**src/rtl/counter_stim_gen.sv**
```systemverilog
// Stimulus master for the dual 64-bit event counter: expands a (Count0, Count1) request
// into Count0 beats of En/!Slt followed by PRESCALE*Count1 beats of En/Slt.
module counter_stim_gen #(
  parameter int unsigned WIDTH    = 64,
  parameter int unsigned PRESCALE = 4
) (
  input  logic             Clk,
  input  logic             Reset,
  input  logic             Start,
  input  logic             Hold,
  input  logic             Abort,
  input  logic [WIDTH-1:0] Count0,
  input  logic [WIDTH-1:0] Count1,
  output logic             En,
  output logic             Slt,
  output logic             Busy,
  output logic             Done
);

  localparam int unsigned SHIFT = $clog2(PRESCALE);
  localparam int unsigned R1W   = WIDTH + SHIFT;

  typedef enum logic [1:0] {IDLE, RUN0, RUN1, FIN} state_t;

  state_t           state;
  logic [WIDTH-1:0] rem0;
  logic [R1W-1:0]   rem1;
  logic [R1W-1:0]   load1;

  // Count1*PRESCALE as a shift into the widened register, so all-ones cannot wrap.
  assign load1 = {Count1, {SHIFT{1'b0}}};

  always_ff @(posedge Clk) begin
    if (Reset) begin
      state <= IDLE;
      rem0  <= '0;
      rem1  <= '0;
      En    <= 1'b0;
      Slt   <= 1'b0;
      Busy  <= 1'b0;
      Done  <= 1'b0;
    end else begin
      case (state)
        IDLE: begin
          En   <= 1'b0;
          Slt  <= 1'b0;
          Done <= 1'b0;
          if (Start) begin
            rem0 <= Count0;
            rem1 <= load1;
            Busy <= 1'b1;
            if (Count0 != '0)      state <= RUN0;
            else if (Count1 != '0) state <= RUN1;
            else                   state <= FIN;
          end
        end

        RUN0, RUN1: begin
          if (Abort) begin
            En    <= 1'b0;
            Slt   <= 1'b0;
            Busy  <= 1'b0;
            Done  <= 1'b0;
            state <= IDLE;
          end else if (Hold) begin
            En  <= 1'b0;
            Slt <= 1'b0;
          end else begin
            En  <= 1'b1;
            Slt <= (state == RUN1);
            if (state == RUN0) begin
              rem0 <= rem0 - WIDTH'(1);
              // Phase change happens on the last beat edge, so no idle cycle between phases.
              if (rem0 == WIDTH'(1)) state <= (rem1 != '0) ? RUN1 : FIN;
            end else begin
              rem1 <= rem1 - R1W'(1);
              if (rem1 == R1W'(1)) state <= FIN;
            end
          end
        end

        FIN: begin
          En    <= 1'b0;
          Slt   <= 1'b0;
          Busy  <= 1'b0;
          Done  <= ~Abort;
          state <= IDLE;
        end

        default: state <= IDLE;
      endcase
    end
  end

endmodule
```
**config.mk**
```make
export PLATFORM = sky130hd
export DESIGN_NAME = counter_stim_gen
export DESIGN_NICKNAME = d
export VERILOG_FILES = /design/src/rtl/counter_stim_gen.sv
export SDC_FILE = /design/constraint.sdc
export NUM_CORES = 1
export LEC_CHECK = 0
export CAP_MARGIN = 20
export CORE_MARGIN = 10
export CORE_UTILIZATION = 56
export DETAILED_ROUTE_END_ITERATION = 8
export PLACE_DENSITY = 0.82
export SLEW_MARGIN = 20
export SYNTH_ARGS = -nofsm -noshare
export SYNTH_HDL_FRONTEND = slang
export SYNTH_SLANG_ARGS = --single-unit
```
**constraint.sdc**
```tcl
create_clock -name Clk -period 3.9 [get_ports Clk]
set_input_delay 0.78 -clock Clk [delete_from_list [all_inputs] [get_ports Clk]]
set_output_delay 0.78 -clock Clk [all_outputs]
set_load 0.05 [all_outputs]
```
==> results.yml <==
sta:
  slew_violations: 0
  worst_hold_slack_ns: 0.480
  finalSetupTns_ns: 0
  final.setup_skew_ns: 0.00836
  number_of_hold_violations_in_the_final_report: 0
  clock.fmax_mhz: 327
  finalCriticalPeriod_ns: 3.05
  setup_violations: 0
  final_period_util_pct: 78.3
  worst_tran_pin_value_ns: 0.960
  timing.slew.headroom_pct: 35.5
  rsz_0062_raised_after_global_routing: "no"
clock_tree:
  htreeDepth: 4
  clk-insertion-delay-late_ns: 0.43
  clk_path_buf_depth: 2
  postCtsResizedCells: 0
  post_cts_hold_buffer_count: 0
  postCtsSetupRepairBufs: 0
  cts_inserted_buffers: 17
  cts_root_buf: "clkbuf_16"
  cts.sinks: 136
  clkTransAtPathRegs_ns: 0.06
  tritoncts: "built"
logic_synthesis:
  synth_seq_area_share_pct: 29.3
  count_of_flip_flops_with_a_built_in_enable_after_synthesis: 0
  synth_top_cells_by_count: "dfxtp_1, nand2_1, a21oi_1"
  synth.ff_latch_count: 136
  ys_top_cells_by_area: "dfxtp_1, a21oi_1, o21ai_0, nor4_1, nand2_1"
  cell_with_the_most_instances_after_synthesis: "dfxtp_1"
  postSynthAreaPerCell_um2: 7.33
  post_synth_inst_count: 1269
  synth.yosys.warnings: 0
  top_ff_cell_synth: "dfxtp_1"
  ys_async_sr_fraction_pct: 0
  netlist_area_pre_place_um2: 9310
  synth.top_cell.area_share_pct: 29.3
  synth.largest_area_cell: "dfxtp_1"
  post_synth_num_cell_types: 71
  syn-num-nets: 1411
global_route:
  initial_antenna_violation_count: 0
  grt_usage_pct: 28.0
  leftover_overflow_at_the_end_of_global_routing: 0
  grt_first_pass_wirelength_um: 52100
  grt_start_max_net_pins: 82
  first_global_vias: 10300
setup_path:
  reg2reg_slack_ns: 0.85
  worstReg2RegStart: "rem1[11]"
  reg2reg_depth: 6
  worst_ep_required_time_ns: 4.26
  crit_arrival_ns: 3.41
  cp_class: "reg -> reg"
  end_kind: "flip-flop"
  crit_path_max_fanout: 8
  capture_point_of_the_worst_reg_to_reg_path: "rem1[58]"
  crit_start_category: "flip-flop"
run_status:
  outcome: "finished clean"
hold_path:
  hold_path_startpoint: "rem1[1]"
  min_delay_worst_endpoint: "rem1[1]"
  worst_hold_path_type: "reg -> reg"
  holdPathStages: 2
floorplanning:
  starting_utilization_of_the_core_area_pct: 56.5
  dieArea_um2: 22200
  chipHeight_um: 149
  die_w_um: 149
  std_cell_rows: 47
  io_pins: 137
  fp.coreArea_um2: 16500
route:
  initialDrtViolationCount: 1621
  dr_total_vias: 11100
  drt_drc_violations_left: 0
  finalWirelength_um: 32600
  antenna_left: 0
  dr.pass1.iters: 6
  vias_per_cell: 6.94
  routed_wire_length_per_instance_um: 20.4
cells_and_area:
  areaGrowthSynthToFinish_pct: 23.8
  layout.nets: 1505
  filler_cell_count: 1351
  diodes: 0
  layout.cells.non_filler: 1596
  finish.utilization_pct: 70.0
  drive_above_1_share_pct: 8.28
placement:
  finalWeightedCongestion: 0.985
  dp.cells: 1564
  port-buffer-count: 136
  detailed_place_hpwl_um: 22400
power_and_ir_drop:
  power_density_over_the_cells_nw_per_um2: 1140
  peakVddDrop_mv: 0.572
  total_leakage_power_nw: 3.87
flow_run:
  max-cap-violations: 0
logic make-up (layout without fill, tap and decap cells):
group                    Yosys count  after routing  share of synthesized area, %
AO/OA/AOI/OAI                    408            408                          28.3
multiplexers                      16             16                          1.80
AND/OR/NAND/NOR                  583            583                          34.5
adder cells (fa/ha/maj)            9              9                          1.21
flip-flops                       136            136                          29.3
buffers and inverters            117            224                          4.97
worst max-delay path, stage by stage (launching register included):
cell and delay (ns):
dfxtp_1 0.36, or4_1 0.70, or4_1 0.65, nor3_4 0.45, nand3_1 0.22, or4_1 0.43
a31oi_1 0.17
layout by cell type, fill, tap and decap left out, drive strengths merged, types with 36 or more instances in the layout:
cell,instances
nand4,36
nand3,44
nor2,99
o21ai,94
a21oi,104
dfxtp,136
nor3,66
nor4,75
nand2,106
buf,36
clkdlybuf4s50,135
layout make-up:
class	count	area [µm²]	share of cell area, %
well taps	220	275	2.39
clock inverters	12	198	1.71
repair buffers	171	1650	14.3
flip-flops and latches	136	2720	23.6
clock buffers	20	447	3.87
multi-input cells	1016	6160	53.4
inverters	21	80.1	0.695
where the power goes:
part	internal [mW]	leakage (nW)	switching, mW
sequential	1.97	1.12	0.645
combinational	3.08	2.45	5.63
clock	1.15	0.310	0.662
routing by layer:
layer	global-route usage [%]	part of all wire (%)
met1	35.4	40
met2	44.9	46
met3	6.10	9.8
met4	12.5	3.8
met5	0	0
flip-flops by register name, summed over array words and instances (netlist names):
signal  flops
En          1
Slt         1
rem1       66
state       2
Done        1
Busy        1
rem0       64
through the flow:
step | total power [mW] | worst slack (ns) | cell area [µm²]
global placement | 10.8 | 0.752 | 10900
floorplan | 8.73 | 1.13 | 9310
CTS | 12.9 | 0.867 | 11500
detailed placement | 11.0 | 0.675 | 10900
global route | 14.1 | 0.670 | 11500
finish | 13.1 | 0.846 | 11500
worst max path at each step:
stage                     cells past startpoint  slack (ns)       end  startpoint
after floorplan                               9        1.13  rem0[44]     rem0[5]
after global placement                        8        0.75  rem0[32]        Hold
after detailed placement                      8        0.67  rem0[27]        Hold
after CTS                                     6        0.87  rem1[58]    rem1[11]
after global routing                          6        0.67  rem0[52]    rem0[22]
final                                         6        0.85  rem1[58]    rem1[11]
Power figures use the tool's default switching activity.
